`src/rtl/pipelined_addsub.sv`:
```
// Segmented, pipelined two's-complement adder/subtractor with valid/ready flow control.
// Define ADDSUB_SATURATE_EN to clamp the result on signed overflow instead of wrapping.
module pipelined_addsub #(
    parameter int WIDTH = 32,
    parameter int SEG   = 8
) (
    input  logic             clk,
    input  logic             rst_n,
    input  logic             in_valid,
    output logic             in_ready,
    input  logic [WIDTH-1:0] a,
    input  logic [WIDTH-1:0] b,
    input  logic             cin,
    input  logic             op,
    output logic             out_valid,
    input  logic             out_ready,
    output logic [WIDTH-1:0] s,
    output logic             cout,
    output logic             ovf,
    output logic             zero,
    output logic             neg
);

    localparam int NSEG  = WIDTH / SEG;
    localparam int LAST  = NSEG - 1;
    localparam int NPIPE = (NSEG > 1) ? NSEG - 1 : 1;

    localparam logic [WIDTH-1:0] SAT_MAX = {1'b0, {(WIDTH-1){1'b1}}};
    localparam logic [WIDTH-1:0] SAT_MIN = {1'b1, {(WIDTH-1){1'b0}}};

    // Inter-stage registers: stage k holds its own carry, the finished low result
    // segments (deskew) and the full operands so upper segments ride along (skew).
    logic             r_v  [NPIPE];
    logic             r_op [NPIPE];
    logic             r_c  [NPIPE];
    logic [WIDTH-1:0] r_a  [NPIPE];
    logic [WIDTH-1:0] r_b  [NPIPE];
    logic [WIDTH-1:0] r_s  [NPIPE];

    logic             r_out_valid;
    logic [WIDTH-1:0] r_s_out;
    logic             r_cout;
    logic             r_ovf;
    logic             r_zero;
    logic             r_neg;

    logic             w_v_in  [NSEG];
    logic             w_op_in [NSEG];
    logic             w_c_in  [NSEG];
    logic [WIDTH-1:0] w_a_in  [NSEG];
    logic [WIDTH-1:0] w_b_in  [NSEG];
    logic [WIDTH-1:0] w_p_in  [NSEG];
    logic             w_c_out [NSEG];
    logic [WIDTH-1:0] w_p_out [NSEG];
    logic [SEG:0]     w_seg;

    logic             w_advance;
    logic [WIDTH-1:0] w_sum;
    logic [WIDTH-1:0] w_res;
    logic             w_ovf;
    logic             w_cout;
    logic             w_zero;
    logic             w_neg;

    assign w_advance = !r_out_valid || out_ready;
    assign in_ready  = w_advance;

    assign out_valid = r_out_valid;
    assign s         = r_s_out;
    assign cout      = r_cout;
    assign ovf       = r_ovf;
    assign zero      = r_zero;
    assign neg       = r_neg;

    // Per-stage segment adders; subtraction enters as a + ~b + ~borrow at stage 0.
    always_comb begin
        w_v_in[0]  = in_valid;
        w_op_in[0] = op;
        w_c_in[0]  = cin ^ op;
        w_a_in[0]  = a;
        w_b_in[0]  = op ? ~b : b;
        w_p_in[0]  = '0;
        for (int k = 1; k < NSEG; k++) begin
            w_v_in[k]  = r_v[k-1];
            w_op_in[k] = r_op[k-1];
            w_c_in[k]  = r_c[k-1];
            w_a_in[k]  = r_a[k-1];
            w_b_in[k]  = r_b[k-1];
            w_p_in[k]  = r_s[k-1];
        end
        w_seg = '0;
        for (int k = 0; k < NSEG; k++) begin
            w_seg = {1'b0, w_a_in[k][k*SEG +: SEG]}
                  + {1'b0, w_b_in[k][k*SEG +: SEG]}
                  + {{SEG{1'b0}}, w_c_in[k]};
            w_c_out[k]                  = w_seg[SEG];
            w_p_out[k]                  = w_p_in[k];
            w_p_out[k][k*SEG +: SEG]    = w_seg[SEG-1:0];
        end
    end

    // Final-stage result and flags; overflow is same-sign operands giving a different-sign sum.
    always_comb begin
        w_sum  = w_p_out[LAST];
        w_cout = w_c_out[LAST] ^ w_op_in[LAST];
        w_ovf  = (w_a_in[LAST][WIDTH-1] == w_b_in[LAST][WIDTH-1]) &&
                 (w_sum[WIDTH-1] != w_a_in[LAST][WIDTH-1]);
`ifdef ADDSUB_SATURATE_EN
        if (w_ovf) begin
            w_res = w_a_in[LAST][WIDTH-1] ? SAT_MIN : SAT_MAX;
        end else begin
            w_res = w_sum;
        end
`else
        w_res = w_sum;
`endif
        w_zero = (w_res == {WIDTH{1'b0}});
        w_neg  = w_res[WIDTH-1];
    end

    // Pipeline shift on advance; everything freezes while the consumer stalls.
    always_ff @(posedge clk or negedge rst_n) begin
        if (!rst_n) begin
            for (int k = 0; k < NPIPE; k++) begin
                r_v[k]  <= 1'b0;
                r_op[k] <= 1'b0;
                r_c[k]  <= 1'b0;
                r_a[k]  <= '0;
                r_b[k]  <= '0;
                r_s[k]  <= '0;
            end
            r_out_valid <= 1'b0;
            r_s_out     <= '0;
            r_cout      <= 1'b0;
            r_ovf       <= 1'b0;
            r_zero      <= 1'b0;
            r_neg       <= 1'b0;
        end else if (w_advance) begin
            for (int k = 0; k < NSEG - 1; k++) begin
                r_v[k]  <= w_v_in[k];
                r_op[k] <= w_op_in[k];
                r_c[k]  <= w_c_out[k];
                r_a[k]  <= w_a_in[k];
                r_b[k]  <= w_b_in[k];
                r_s[k]  <= w_p_out[k];
            end
            r_out_valid <= w_v_in[LAST];
            r_s_out     <= w_res;
            r_cout      <= w_cout;
            r_ovf       <= w_ovf;
            r_zero      <= w_zero;
            r_neg       <= w_neg;
        end
    end

endmodule

```
`config.mk`:
```
export PLATFORM = sky130hd
export DESIGN_NAME = pipelined_addsub
export DESIGN_NICKNAME = d
export VERILOG_FILES = /design/src/rtl/pipelined_addsub.sv
export SDC_FILE = /design/constraint.sdc
export NUM_CORES = 1
export LEC_CHECK = 0
export CORE_ASPECT_RATIO = 0.7
export CORE_MARGIN = 2
export CORE_UTILIZATION = 40
export CTS_BUF_LIST = sky130_fd_sc_hd__clkbuf_16
export CTS_CLUSTER_DIAMETER = 50
export DETAILED_ROUTE_END_ITERATION = 10
export DONT_BUFFER_PORTS = 1
export HOLD_SLACK_MARGIN = 0.06
export PLACE_DENSITY = 0.56
export SLEW_MARGIN = 20
export SYNTH_ARGS = -nofsm -noshare
export SYNTH_HDL_FRONTEND = slang
export SYNTH_SLANG_ARGS = --single-unit
```
`constraint.sdc`:
```
create_clock -name clk -period 3.4 [get_ports clk]
set_clock_uncertainty 0.15 [all_clocks]
set_input_delay 0.68 -clock clk [delete_from_list [all_inputs] [get_ports clk]]
set_output_delay 0.68 -clock clk [all_outputs]
set_load 0.01 [all_outputs]
```
Word-level counts from Yosys, hierarchy flattened
Index checks and enable logic that the tools add are counted.

cells by class
  add/subtract/negate cells = 8
  equality and inequality tests = 2
  mux-type cells = 1
  bitwise operators = 3
  reduce and logical (&&, ||, !) cells = 4

operators with widths
  cell                   count
  adder 8 x 8 -> 9 bit   4
  adder 9 x 1 -> 9 bit   4
  logical NOT 32 bit     1
  two-way mux 32 bit     1
  inverter 32 bit        1
  bitwise XOR 1 bit      2
  equality test 1 bit    1
  logical AND 1 bit      1
  logical NOT 1 bit      1
  logical OR 1 bit       1
  inequality test 1 bit  1

word-level totals
  register bits after elaboration = 286
  input bits = 70
  output and inout bits = 38

Longest topological paths before layout
Gate-level depths: netlist of run 1.

  word-level depth = 4
  gate-level depth with buffers = 11
  gate-level depth less buffers = 10

Worst setup path before layout of run 1
No wires, ideal clock.

  kind = in2reg
  start = input op
  end = register r_c[2] (netlist name)
  library setup time = 0.137 ns
  arrival = 3.032 ns
  data required time = 3.113 ns
  slack = 0.081 ns
  cell stages on the path = 11
  buffers on the path = 2
  path through = clkbuf_1 buf_2 xor2_1 fa_1 fa_1 a21o_1 a21oi_1 o21ai_0 and3b_1 o21ai_0 a31oi_1

on the way
  cells in the longest elaborated chain, start to end = 3

ends and longest elaborated chain
  item                           RTL line  RTL
  start, declared                14        input logic op,
  two-way mux 32 bit             81        w_b_in[0] = op ? ~b : b;
  adder 8 x 8 -> 9 bit           94        + {1'b0, w_b_in[k][k*SEG +: SEG]}
  adder 9 x 1 -> 9 bit *         95        + {{SEG{1'b0}}, w_c_in[k]};
  end signal, assigned by index  142       r_c[k] <= w_c_out[k];
  end, declared                  35        logic r_c [NPIPE];

Mark *: on every way between the ends. The rest lies on a longest branch, timed or not.
A chain may end at the register's enable or synchronous reset.

Worst setup path in the final report of run 1
Same ends and word-level chain as after synthesis.

==> metrics.txt, run 1 <==
# TYPE chip_impl_metric gauge
chip_impl_metric{name="asyncSetResetFlopFracSynth",unit="%"} 100.0
chip_impl_metric{name="die_area",unit="µm²"} 22590
chip_impl_metric{name="start_util",unit="%"} 40.99
chip_impl_info{name="synth_most_common_cell",value="sky130_fd_sc_hd__nand2_1"} 1
chip_impl_metric{name="synth_xor_xnor_area_share",unit="%"} 5.003
chip_impl_info{name="post-synth-top-area-cell",value="sky130_fd_sc_hd__dfrtp_1"} 1
chip_impl_metric{name="synth.cell_area",unit="µm²"} 8553
chip_impl_metric{name="synth_fa_ha_area_share",unit="%"} 5.968
chip_impl_metric{name="worstPathMaxFanout",unit=""} 34
chip_impl_metric{name="dieHeight",unit="µm"} 126.3
chip_impl_info{name="endpoint_kind",value="register"} 1
chip_impl_metric{name="postCtsResizedCells",unit=""} 0
chip_impl_metric{name="grt.total_usage",unit="%"} 17.09
chip_impl_metric{name="synth_top_cell_area_share",unit="%"} 55.30
chip_impl_metric{name="p_int",unit="µW"} 5450
chip_impl_metric{name="drt-initial-drc-count",unit=""} 503
chip_impl_info{name="run_status",value="finished with violations"} 1
chip_impl_metric{name="drt_first_pass_iters",unit=""} 6
chip_impl_metric{name="grt_antenna_before_repair",unit=""} 0
chip_impl_metric{name="cts_htree_levels",unit=""} 4
chip_impl_metric{name="synth-edff-count",unit=""} 0
chip_impl_metric{name="p_leak",unit="µW"} 0.004605
chip_impl_metric{name="synth.net_count",unit=""} 1050
chip_impl_metric{name="drv_slew",unit=""} 0
chip_impl_metric{name="synth.lib_cells_used.distinct",unit=""} 39
chip_impl_metric{name="cap_viol_max_count",unit=""} 0
chip_impl_metric{name="post_synth_inst_count",unit=""} 944
chip_impl_info{name="root_buffer_master",value="sky130_fd_sc_hd__clkbuf_16"} 1
chip_impl_info{name="synth_top_family_by_area",value="simple AND/OR/NAND/NOR gates"} 1
chip_impl_info{name="synthTopCellsByCount",value="sky130_fd_sc_hd__nand2_1, sky130_fd_sc_hd__dfrtp_1, sky130_fd_sc_hd__o21ai_0"} 1
chip_impl_metric{name="antenna_left",unit=""} 0
chip_impl_metric{name="hold-worst-slack",unit="ns"} -0.1942
chip_impl_metric{name="floorplan.rows",unit=""} 44
chip_impl_metric{name="finalHoldViolCount",unit=""} 189
chip_impl_metric{name="slew_headroom",unit="%"} 56.34
chip_impl_metric{name="post_dp_hpwl",unit="µm"} 12050
chip_impl_info{name="failed_checks",value="hold timing"} 1
chip_impl_metric{name="route.vias.total",unit=""} 5706
chip_impl_metric{name="insertedDiodeCount",unit=""} 0
chip_impl_metric{name="num-nets-final",unit=""} 1026
chip_impl_metric{name="sequential_to_total_area_share_from_yosys_stat",unit="%"} 55.30
chip_impl_metric{name="synth_compound_area_share",unit="%"} 7.958
chip_impl_metric{name="netSwitchingPower",unit="µW"} 3446
chip_impl_metric{name="worst-endpoint-arrival",unit="ns"} 2.76
chip_impl_info{name="ys.flop_type",value="sky130_fd_sc_hd__dfrtp_1"} 1
chip_impl_metric{name="numClockSinks",unit=""} 189
chip_impl_metric{name="power_density",unit="nW/µm²"} 954.6
chip_impl_metric{name="seq_power_share",unit="%"} 45.5
chip_impl_metric{name="synth_register_bits",unit=""} 189
chip_impl_info{name="min_delay_path_class",value="input port to asynchronous set/reset pin"} 1
chip_impl_metric{name="globalRoute.totalOverflow",unit=""} 0
chip_impl_metric{name="data_required_time_at_the_worst_endpoint",unit="ns"} 3.53
chip_impl_metric{name="vdd_ir_drop_max",unit="V"} 0.0003887
chip_impl_info{name="setup.worst_path.class",value="input port to register"} 1
chip_impl_metric{name="die-width",unit="µm"} 178.8
chip_impl_metric{name="avgRoutedWirePerCell",unit="µm"} 14.83
chip_impl_metric{name="clock_latency",unit="ns"} 0.43
chip_impl_metric{name="shortest_clock_period_the_worst_path_allows_after_layout",unit="ns"} 2.623
chip_impl_metric{name="synth-simple-area-share",unit="%"} 22.66
chip_impl_metric{name="finalWeightedCongestion",unit=""} 0.8002
chip_impl_metric{name="post_detailed_route_drc_marker_count",unit=""} 0
chip_impl_metric{name="timing.fmax",unit="GHz"} 0.3812
chip_impl_metric{name="least_margin_pin_slew",unit="ns"} 0.6549
chip_impl_info{name="timing.critical_path.slowest_stage_cell",value="sky130_fd_sc_hd__fa_1"} 1
chip_impl_metric{name="critical-path-max-stage-delay",unit="ns"} 0.43
chip_impl_info{name="synthTopCellsByArea",value="sky130_fd_sc_hd__dfrtp_1, sky130_fd_sc_hd__nand2_1, sky130_fd_sc_hd__ha_1"} 1
chip_impl_metric{name="synthesis.area_per_instance",unit="µm²"} 9.061
chip_impl_metric{name="grt_first_pass_wirelength",unit="µm"} 29770
chip_impl_metric{name="top_level_ports",unit=""} 108
chip_impl_metric{name="post_route_cells_drive_above_1_share",unit="%"} 4.180
chip_impl_metric{name="core_region_area",unit="µm²"} 20870
chip_impl_info{name="worstSetupStartpointType",value="input port"} 1
chip_impl_metric{name="cts-buffers-inserted",unit=""} 17
chip_impl_metric{name="buffer_ports.inserted",unit=""} 0
chip_impl_metric{name="areaGrowthSynthToFinish",unit="%"} 8.953
chip_impl_info{name="rsz0062_at_grt",value="no"} 1
chip_impl_metric{name="cts-root-to-sink-buffers",unit=""} 2
chip_impl_info{name="clock_tree_from_tritoncts",value="built"} 1
chip_impl_metric{name="totalWireLength",unit="µm"} 17930
chip_impl_metric{name="cell_count_of_the_worst_reg_to_reg_path",unit=""} 9
chip_impl_metric{name="finalSetupViolCount",unit=""} 0
chip_impl_metric{name="p_sw_share",unit="%"} 38.73
chip_impl_metric{name="post_cts_buffers",unit=""} 0
chip_impl_metric{name="setup_tns",unit="ns"} 0
chip_impl_metric{name="synth_mux_area_share",unit="%"} 0
chip_impl_metric{name="via_count_of_the_first_global_routing_pass",unit=""} 5426
chip_impl_metric{name="combPwrFrac",unit="%"} 34.1
chip_impl_metric{name="fin_crit_sh",unit="%"} 77.15
chip_impl_metric{name="post_detailed_route_via_to_cell_ratio",unit=""} 4.720
chip_impl_info{name="crit_path_cell_trace",value="xor2_1 > fa_1 > fa_1 > a21o_1 > a21oi_1 > o21ai_0 > and3b_1 > o21ai_0 > a31oi_1"} 1
chip_impl_metric{name="pwr-share-clk",unit="%"} 20.4
chip_impl_metric{name="synth_warnings",unit=""} 0
chip_impl_metric{name="path_clk_slew",unit="ns"} 0.07
chip_impl_metric{name="maximum_number_of_pins_on_one_net_before_global_route_repair",unit=""} 190
## area by class of cell
| cell class | count | area (µm²) |
|---|---|---|
| Multi-Input combinational cell | 686 | 3565 |
| Inverter | 22 | 85.08 |
| Tap cell | 276 | 345.3 |
| Clock buffer | 17 | 425.4 |
| Fill cell | 2083 | 11550 |
| Timing Repair Buffer | 4 | 67.56 |
| Sequential cell | 189 | 4730 |
| Clock inverter | 15 | 101.3 |
## flip-flops by register name, summed over array words and instances (netlist names)
name	cells
r_op	3
ovf	1
s	32
r_c	3
r_v	3
r_a	48
out_valid	1
r_s	48
zero	1
cout	1
r_b	48
## final timing paths
path                                     from                    end  slack (ns)
max reg2reg                r_c[0]$_DFFE_PN0P_       cout$_DFFE_PN0P_        0.78
min reg2reg                r_v[0]$_DFFE_PN0P_  out_valid$_DFFE_PN0P_        0.31
max in group asynchronous               rst_n    r_b[76]$_DFFE_PN0P_        3.03
min                                     rst_n       s[0]$_DFFE_PN0P_       -0.19
min in group clk                     in_valid     r_v[2]$_DFFE_PN0P_        0.21
max                                        op     r_c[2]$_DFFE_PN0P_        0.78
## through the flow
stage	utilization (%)	worst slack [ns]	cell area [µm²]	power, µW	instances
2_1_floorplan	-	0.08139	8553	6293	944
3_3_place_gp	42.14	0.4122	8792	7078	1177
3_5_place_dp	42.14	0.3538	8792	7163	1177
4_1_cts	44.66	0.7802	9319	9014	1209
5_1_grt	44.66	0.6627	9319	9714	1209
6_report	44.66	0.7769	9319	8896	1209
## worst max-delay path, delay by kind of cell
| family | cells | cell delay, ns |
|---|---|---|
| adder cells (fa/ha/maj) | 2 | 0.85 |
| AO/OA/AOI/OAI | 5 | 0.86 |
| XOR/XNOR | 1 | 0.16 |
| AND/OR/NAND/NOR | 1 | 0.20 |
## cells by family after synthesis
family,after synthesis
AO/OA/AOI/OAI,109
buffers and inverters,69
adder cells (fa/ha/maj),36
flip-flops,189
AND/OR/NAND/NOR,493
XOR/XNOR,48
## layer usage
| layer | track usage (%) | share of wire, % | wire (µm) | vias to the layer above |
|---|---|---|---|---|
| li1 | - | - | - | 2968 |
| met1 | 28.88 | 57 | 10170 | 2617 |
| met2 | 20.76 | 37 | 6593 | 110 |
| met3 | 4.616 | 5.8 | 1035 | 11 |
| met4 | 4.304 | 0.76 | 136 | 0 |
| met5 | 0 | 0 | 0 | - |
## power by group through the flow
stage,Clock (µW),Sequential [µW],Combinational (µW)
2_1_floorplan,0,3830,2470
3_3_place_gp,0,4080,3000
3_5_place_dp,0,4100,3060
4_1_cts,1870,4060,3090
5_1_grt,1960,4200,3550
6_report,1810,4040,3040
## cells in the final DEF (no fill, tap or decap), types with 5 or more instances in the layout
cell type,count
sky130_fd_sc_hd__o21bai_1,5
sky130_fd_sc_hd__a21oi_1,17
sky130_fd_sc_hd__dfrtp_1,189
sky130_fd_sc_hd__inv_1,23
sky130_fd_sc_hd__xor2_1,14
sky130_fd_sc_hd__xnor2_1,33
sky130_fd_sc_hd__o31ai_1,10
sky130_fd_sc_hd__nor2_1,26
sky130_fd_sc_hd__o21ai_0,49
sky130_fd_sc_hd__nor3_1,11
sky130_fd_sc_hd__ha_1,28
sky130_fd_sc_hd__o21a_1,8
sky130_fd_sc_hd__nand2_1,432
sky130_fd_sc_hd__fa_1,8
sky130_fd_sc_hd__nor4_1,6
sky130_fd_sc_hd__clkbuf_16,17
(Power assumes the default switching activity.)
==> run 2: changes to the inputs <==
Clock period 3.4 ns to 2.56 ns, I/O delays scaled along.
==> run 2 against run 1 <==
Effect of this change:
- the run still ends with hold timing left
- non-clock buffer count up 28
- register-to-register slack got worse by 0.71 ns
- core utilization grew 1.8 points
- clock power increased by 49%
- clock-buffer cell count stayed put
- sequential share of layout area decreased by 2.0 points
- cell area up 4.1%
- sequential power rose by 32%
- critical endpoint is now cout$_DFFE_PN0P_
- largest power group unchanged
==> metrics.txt, run 2 (synthesis gave the netlist of run 1 again) <==
# TYPE chip_impl_metric gauge
chip_impl_info{name="run_status",value="finished with violations"} 1
chip_impl_info{name="failed_checks",value="hold timing"} 1
chip_impl_metric{name="fin_crit_sh",unit="%"} 97.33
chip_impl_info{name="crit_path_cell_trace",value="fa_2 > inv_1 > fa_2 > nand2b_4 > a21oi_1 > o31a_1 > o21a_1 > or3_1 > a31o_1"} 1
chip_impl_metric{name="shortest_clock_period_the_worst_path_allows_after_layout",unit="ns"} 2.492
chip_impl_metric{name="vdd_ir_drop_max",unit="V"} 0.0006473
chip_impl_metric{name="finalSetupViolCount",unit=""} 0
chip_impl_metric{name="grt_first_pass_wirelength",unit="µm"} 30550
chip_impl_metric{name="cell_count_of_the_worst_reg_to_reg_path",unit=""} 9
chip_impl_metric{name="finalWeightedCongestion",unit=""} 0.8112
chip_impl_metric{name="post_cts_hold_buffer_count",unit=""} 23
chip_impl_metric{name="setup_tns",unit="ns"} 0
chip_impl_metric{name="cts-root-to-sink-buffers",unit=""} 2
chip_impl_info{name="crit-reg2reg-capture",value="cout$_DFFE_PN0P_"} 1
chip_impl_metric{name="maximum_number_of_pins_on_one_net_before_global_route_repair",unit=""} 190
chip_impl_info{name="root_buffer_master",value="sky130_fd_sc_hd__clkbuf_16"} 1
chip_impl_metric{name="start_util",unit="%"} 40.99
chip_impl_metric{name="die_area",unit="µm²"} 22590
chip_impl_metric{name="drv_slew",unit=""} 0
chip_impl_metric{name="p_leak",unit="µW"} 0.004751
chip_impl_metric{name="r2r_setup_slack",unit="ns"} 0.07
chip_impl_metric{name="areaGrowthSynthToFinish",unit="%"} 13.46
chip_impl_metric{name="p_total",unit="µW"} 12230
chip_impl_metric{name="insertedDiodeCount",unit=""} 0
chip_impl_metric{name="dieHeight",unit="µm"} 126.3
chip_impl_metric{name="slew_headroom",unit="%"} 58.79
chip_impl_metric{name="grt_antenna_before_repair",unit=""} 0
chip_impl_metric{name="num-nets-final",unit=""} 1054
chip_impl_metric{name="data_required_time_at_the_worst_endpoint",unit="ns"} 2.74
chip_impl_metric{name="globalRoute.totalOverflow",unit=""} 0
chip_impl_metric{name="fin_util",unit="%"} 46.51
chip_impl_metric{name="totalWireLength",unit="µm"} 18310
chip_impl_metric{name="numClockSinks",unit=""} 189
chip_impl_metric{name="post_route_cells_drive_above_1_share",unit="%"} 5.625
chip_impl_metric{name="post_detailed_route_drc_marker_count",unit=""} 0
chip_impl_metric{name="timing.fmax",unit="GHz"} 0.4014
chip_impl_info{name="most_common_library_cell_in_the_layout_ignoring_fill_and_taps",value="sky130_fd_sc_hd__nand2_1"} 1
chip_impl_metric{name="grt.total_usage",unit="%"} 17.31
chip_impl_metric{name="cap_viol_max_count",unit=""} 0
chip_impl_info{name="layout_top_registers",value="r_a: 48 flops, r_b: 48 flops, r_s: 48 flops"} 1
chip_impl_metric{name="worst_slack",unit="ns"} 0.06842
chip_impl_metric{name="avgRoutedWirePerCell",unit="µm"} 14.82
chip_impl_metric{name="route.vias.total",unit=""} 5875
chip_impl_metric{name="drt-initial-drc-count",unit=""} 392
chip_impl_metric{name="worstPathBufferInverterCount",unit=""} 1
chip_impl_metric{name="die-width",unit="µm"} 178.8
chip_impl_metric{name="hold-worst-slack",unit="ns"} -0.3718
chip_impl_info{name="rsz0062_at_grt",value="yes"} 1
chip_impl_info{name="r2r-start",value="r_c[0]$_DFFE_PN0P_"} 1
chip_impl_info{name="critical_path.top_delay_family",value="compound AO/OA/AOI/OAI gates"} 1
chip_impl_metric{name="via_count_of_the_first_global_routing_pass",unit=""} 5603
chip_impl_metric{name="finalNonFillerCells",unit=""} 1236
chip_impl_metric{name="worstPathMaxFanout",unit=""} 2
chip_impl_metric{name="cts_htree_levels",unit=""} 4
chip_impl_metric{name="finalHoldViolCount",unit=""} 189
chip_impl_metric{name="buffer_ports.inserted",unit=""} 0
chip_impl_info{name="worstSetupStartpointType",value="register"} 1
chip_impl_metric{name="power_density",unit="nW/µm²"} 1261
chip_impl_info{name="cpMostUsedCell",value="sky130_fd_sc_hd__fa_2"} 1
chip_impl_metric{name="cts-buffers-inserted",unit=""} 17
chip_impl_metric{name="post_dp_hpwl",unit="µm"} 12100
chip_impl_metric{name="path_clk_slew",unit="ns"} 0.07
chip_impl_info{name="endpoint_kind",value="register"} 1
chip_impl_metric{name="critical_path_depth",unit=""} 9
chip_impl_info{name="critical_path_startpoint",value="r_c[0]$_DFFE_PN0P_"} 1
chip_impl_metric{name="top_level_ports",unit=""} 108
chip_impl_metric{name="floorplan.rows",unit=""} 44
chip_impl_metric{name="post_detailed_route_via_to_cell_ratio",unit=""} 4.753
chip_impl_info{name="clock_tree_from_tritoncts",value="built"} 1
chip_impl_info{name="setup.worst_path.class",value="register to register"} 1
chip_impl_metric{name="worst-endpoint-arrival",unit="ns"} 2.67
chip_impl_metric{name="placement.setup.worst_slack",unit="ns"} -0.009895
chip_impl_metric{name="drt_first_pass_iters",unit=""} 5
chip_impl_metric{name="least_margin_pin_slew",unit="ns"} 0.6182
chip_impl_metric{name="clock_latency",unit="ns"} 0.44
chip_impl_info{name="most-common-layout-cells",value="sky130_fd_sc_hd__nand2_1, sky130_fd_sc_hd__dfrtp_1, sky130_fd_sc_hd__o21ai_0, sky130_fd_sc_hd__xnor2_1, sky130_fd_sc_hd__ha_1"} 1
chip_impl_metric{name="core_region_area",unit="µm²"} 20870
chip_impl_metric{name="antenna_left",unit=""} 0
chip_impl_info{name="timing.critical_path.slowest_stage_cell",value="sky130_fd_sc_hd__dfrtp_1"} 1
chip_impl_metric{name="critical-path-max-stage-delay",unit="ns"} 0.41
chip_impl_info{name="min_delay_path_class",value="input port to asynchronous set/reset pin"} 1
chip_impl_metric{name="dp.cells",unit=""} 1182
-- run 2: changes by cell type in the layout (fill, tap and decap cells not counted), sizes merged --
cell / delta
clkinvlp: +2
buf: +5
bufinv: +3
inv: -2
clkinv: -4
dlygate4sd3: +23
-- run 2: routing by layer --
metal	wire, µm	GRT usage [%]	vias up
li1	-	-	3013
met1	10200	29.01	2744
met2	6939	20.83	114
met3	1065	5.246	4
met4	106	4.495	0
met5	0	0	-
-- run 2: how the worst max path moves through the flow --
| stage | endpoint | slack [ns] |
|---|---|---|
| finish | cout$_DFFE_PN0P_ | 0.07 |
| CTS | cout$_DFFE_PN0P_ | 0.03 |
| detailed placement | r_c[2]$_DFFE_PN0P_ | -0.01 |
| floorplan | r_c[2]$_DFFE_PN0P_ | -0.19 |
| global placement | r_c[2]$_DFFE_PN0P_ | 0.02 |
| global route | cout$_DFFE_PN0P_ | -0.06 |
-- run 2: final cells by class --
cell class / instances / area (µm²)
inverters: 22 / 85.08
well taps: 276 / 345.3
clock inverters: 14 / 167.7
clock buffers: 17 / 425.4
repair buffers: 32 / 347.8
flip-flops and latches: 189 / 4730
multi-input cells: 686 / 3603
fillers: 2062 / 11160
-- run 2: per-stage QoR --
step / instance area, µm² / hold WS, ns
3_3_place_gp: 8859 / 0.07827
2_1_floorplan: 8606 / 0.06641
3_5_place_dp: 8859 / 0.07235
6_report: 9704 / -0.3718
4_1_cts: 9687 / -0.3977
5_1_grt: 9704 / -0.4082
-- run 2: timing repair --
| item | 4_1_cts | 5_1_grt |
|---|---|---|
| setup buffers | 0 | 0 |
| endpoints found under the hold margin | 212 | 189 |
| endpoints found under the setup margin | 1 | 3 |
| resized for setup | 2 | 3 |
| pin swaps | 0 | 0 |
-- run 2: power breakdown --
part | leakage, µW | total (µW) | internal [µW] | switching, µW
clock | 0.000275 | 2700 | 1530 | 1170
combinational | 0.00219 | 4180 | 1790 | 2390
sequential | 0.00228 | 5350 | 4320 | 1030
-- run 2: worst reg2reg max path, stage by stage, from the launching register on --
cell	delay [ns]
sky130_fd_sc_hd__dfrtp_1	0.41
sky130_fd_sc_hd__fa_2	0.39
sky130_fd_sc_hd__inv_1	0.08
sky130_fd_sc_hd__fa_2	0.21
sky130_fd_sc_hd__nand2b_4	0.13
sky130_fd_sc_hd__a21oi_1	0.08
sky130_fd_sc_hd__o31a_1	0.26
sky130_fd_sc_hd__o21a_1	0.18
sky130_fd_sc_hd__or3_1	0.30
sky130_fd_sc_hd__a31o_1	0.22
==> run 3: changes to the inputs <==
Settings changed: CORE_UTILIZATION 40 to 63, PLACE_DENSITY 0.56 to 0.81.
==> run 3 against run 2 <==
Effect of this change:
- the run still ends with hold timing left
- clock power decreased by 8.5%
- via count increased by 5.1%
- hold slack about the same
- largest power group unchanged
==> metrics.txt, run 3 (synthesis gave the netlist of run 1 again) <==
# TYPE chip_impl_metric gauge
chip_impl_metric{name="post_cts_hold_buffer_count",unit=""} 21
chip_impl_metric{name="cts-buffers-inserted",unit=""} 17
chip_impl_metric{name="finalWeightedCongestion",unit=""} 0.8639
chip_impl_metric{name="timing.fmax",unit="GHz"} 0.3937
chip_impl_metric{name="via_count_of_the_first_global_routing_pass",unit=""} 5828
chip_impl_metric{name="avgRoutedWirePerCell",unit="µm"} 15.19
chip_impl_metric{name="fillerInstances",unit=""} 1000
chip_impl_metric{name="core_region_area",unit="µm²"} 13230
chip_impl_metric{name="cts-root-to-sink-buffers",unit=""} 2
chip_impl_info{name="endpoint_kind",value="register"} 1
chip_impl_metric{name="post_detailed_route_drc_marker_count",unit=""} 0
chip_impl_metric{name="post_dp_hpwl",unit="µm"} 11280
chip_impl_metric{name="grt_first_pass_wirelength",unit="µm"} 29090
chip_impl_metric{name="least_margin_pin_slew",unit="ns"} 0.5997
chip_impl_metric{name="areaGrowthSynthToFinish",unit="%"} 11.72
chip_impl_metric{name="multi_input_comb_area",unit="µm²"} 3618
chip_impl_metric{name="critical-path-max-stage-delay",unit="ns"} 0.41
chip_impl_metric{name="finalHoldViolCount",unit=""} 189
chip_impl_info{name="min_delay_path_class",value="input port to asynchronous set/reset pin"} 1
chip_impl_metric{name="placement.setup.worst_slack",unit="ns"} -0.008999
chip_impl_metric{name="maximum_number_of_pins_on_one_net_before_global_route_repair",unit=""} 190
chip_impl_metric{name="die_area",unit="µm²"} 14540
chip_impl_info{name="clock_tree_from_tritoncts",value="built"} 1
chip_impl_metric{name="floorplan.rows",unit=""} 35
chip_impl_metric{name="totalWireLength",unit="µm"} 17400
chip_impl_metric{name="fin_crit_sh",unit="%"} 99.23
chip_impl_metric{name="drt_first_pass_iters",unit=""} 6
chip_impl_info{name="layout_top_registers",value="r_a: 48 flops, r_b: 48 flops, r_s: 48 flops"} 1
chip_impl_info{name="cpMostUsedCell",value="sky130_fd_sc_hd__fa_2"} 1
chip_impl_metric{name="drv_slew",unit=""} 0
chip_impl_info{name="run_status",value="finished with violations"} 1
chip_impl_metric{name="post_detailed_route_via_to_cell_ratio",unit=""} 5.394
chip_impl_info{name="most-common-layout-cells",value="sky130_fd_sc_hd__nand2_1, sky130_fd_sc_hd__dfrtp_1, sky130_fd_sc_hd__o21ai_0, sky130_fd_sc_hd__xnor2_1, sky130_fd_sc_hd__ha_1"} 1
chip_impl_metric{name="cap_viol_max_count",unit=""} 0
chip_impl_metric{name="dieHeight",unit="µm"} 101.5
chip_impl_metric{name="numClockSinks",unit=""} 189
chip_impl_metric{name="grt.total_usage",unit="%"} 25.79
chip_impl_info{name="setup.worst_path.class",value="register to register"} 1
chip_impl_metric{name="data_required_time_at_the_worst_endpoint",unit="ns"} 2.73
chip_impl_metric{name="num-nets-final",unit=""} 1054
chip_impl_info{name="most_common_library_cell_in_the_layout_ignoring_fill_and_taps",value="sky130_fd_sc_hd__nand2_1"} 1
chip_impl_metric{name="die-width",unit="µm"} 143.3
chip_impl_metric{name="finalSetupViolCount",unit=""} 0
chip_impl_metric{name="antenna_left",unit=""} 0
chip_impl_metric{name="route.vias.total",unit=""} 6176
chip_impl_metric{name="drt-initial-drc-count",unit=""} 400
chip_impl_metric{name="vdd_ir_drop_max",unit="V"} 0.0006652
chip_impl_info{name="rsz0062_at_grt",value="yes"} 1
chip_impl_info{name="failed_checks",value="hold timing"} 1
chip_impl_info{name="crit_path_cell_trace",value="fa_2 > inv_2 > fa_2 > nand2b_4 > a21oi_2 > o31a_1 > o21a_1 > or3_1 > a31o_1"} 1
chip_impl_metric{name="p_leak",unit="µW"} 0.004742
chip_impl_metric{name="finalNonFillerCells",unit=""} 1145
chip_impl_metric{name="post_route_cells_drive_above_1_share",unit="%"} 6.042
chip_impl_info{name="worstSetupStartpointType",value="register"} 1
chip_impl_metric{name="slew_headroom",unit="%"} 60.02
chip_impl_metric{name="globalRoute.totalOverflow",unit=""} 0
chip_impl_info{name="r2r-start",value="r_b[24]$_DFFE_PN0P_"} 1
chip_impl_metric{name="worstPathMaxFanout",unit=""} 2
chip_impl_metric{name="path_clk_slew",unit="ns"} 0.07
chip_impl_metric{name="r2r_setup_slack",unit="ns"} 0.02
chip_impl_metric{name="start_util",unit="%"} 64.67
chip_impl_metric{name="shortest_clock_period_the_worst_path_allows_after_layout",unit="ns"} 2.540
chip_impl_metric{name="grt_antenna_before_repair",unit=""} 0
chip_impl_metric{name="layout.area.seq",unit="µm²"} 4730
chip_impl_metric{name="hold-worst-slack",unit="ns"} -0.3721
chip_impl_metric{name="clock_latency",unit="ns"} 0.43
chip_impl_metric{name="cts_htree_levels",unit=""} 4
chip_impl_metric{name="worst_slack",unit="ns"} 0.01972
chip_impl_info{name="timing.critical_path.slowest_stage_cell",value="sky130_fd_sc_hd__dfrtp_1"} 1
chip_impl_info{name="crit-reg2reg-capture",value="cout$_DFFE_PN0P_"} 1
chip_impl_metric{name="insertedDiodeCount",unit=""} 0
chip_impl_metric{name="top_level_ports",unit=""} 108
chip_impl_metric{name="worst-endpoint-arrival",unit="ns"} 2.71
chip_impl_metric{name="cell_count_of_the_worst_reg_to_reg_path",unit=""} 9
chip_impl_metric{name="dp.cells",unit=""} 1090
chip_impl_metric{name="power_density",unit="nW/µm²"} 1274
chip_impl_metric{name="setup_tns",unit="ns"} 0
chip_impl_info{name="root_buffer_master",value="sky130_fd_sc_hd__clkbuf_16"} 1
chip_impl_metric{name="buffer_ports.inserted",unit=""} 0
[run 3: cell types whose count changed in the layout (fill, tap and decap cells not counted), sizes merged]
cell         previous run  this run
inv                    24        25
buf                     9        11
dlygate4sd3            23        21
clkinv                  4         7
clkinvlp                5         3
bufinv                  3         1
[run 3: worst max-delay path: cells and delay by family, from the launching register on]
family	cells	cell delay [ns]
AND/OR/NAND/NOR	2	0.44
flip-flops	1	0.41
adder cells (fa/ha/maj)	2	0.59
buffers and inverters	1	0.07
AO/OA/AOI/OAI	4	0.76
[run 3: worst max-delay path by stage]
stage,startpoint,to,slack [ns],cells past startpoint
5_1_grt,r_b[24]$_DFFE_PN0P_,cout$_DFFE_PN0P_,-0.04,9
2_1_floorplan,op,r_c[2]$_DFFE_PN0P_,-0.19,11
6_report,r_b[24]$_DFFE_PN0P_,cout$_DFFE_PN0P_,0.02,9
3_5_place_dp,r_c[0]$_DFFE_PN0P_,cout$_DFFE_PN0P_,-0.009,9
4_1_cts,r_c[0]$_DFFE_PN0P_,cout$_DFFE_PN0P_,0.03,9
3_3_place_gp,r_c[0]$_DFFE_PN0P_,cout$_DFFE_PN0P_,0.06,9
[run 3: what timing repair did]
action                                  in CTS  in global routing
pin swaps                                    0                  4
hold endpoints to repair                   210                189
buffers inserted                             0                  3
endpoints found under the setup margin       1                  4
resized for setup                            1                  8
[run 3: power breakdown]
group,switching (µW),internal [µW]
Sequential,1060,4320
Clock,1140,1330
Combinational,2480,1840
Total,4680,7490
[run 3: per-layer routing]
layer / vias to the layer above / wire (µm) / track usage [%]
met5: - / 0 / 0
met4: 0 / 133 / 6.259
met3: 12 / 1146 / 7.329
met2: 184 / 7458 / 36.07
met1: 2947 / 8657 / 40.26
li1: 3033 / - / -
[run 3: stage by stage]
step           cell area [µm²]  util (%)  power (µW)
2_1_floorplan             8606         -        8369
3_3_place_gp              8737     66.06        9303
3_5_place_dp              8737     66.06        9497
4_1_cts                   9498     71.82       12070
5_1_grt                   9555     72.25       13140
6_report                  9555     72.25       12170
[run 3: cell type report]
cell class	count	area share, %
flip-flops and latches	189	49.50
multi-input cells	686	37.87
clock buffers	17	4.452
repair buffers	32	3.588
well taps	185	2.422
clock inverters	14	1.283
inverters	22	0.8904
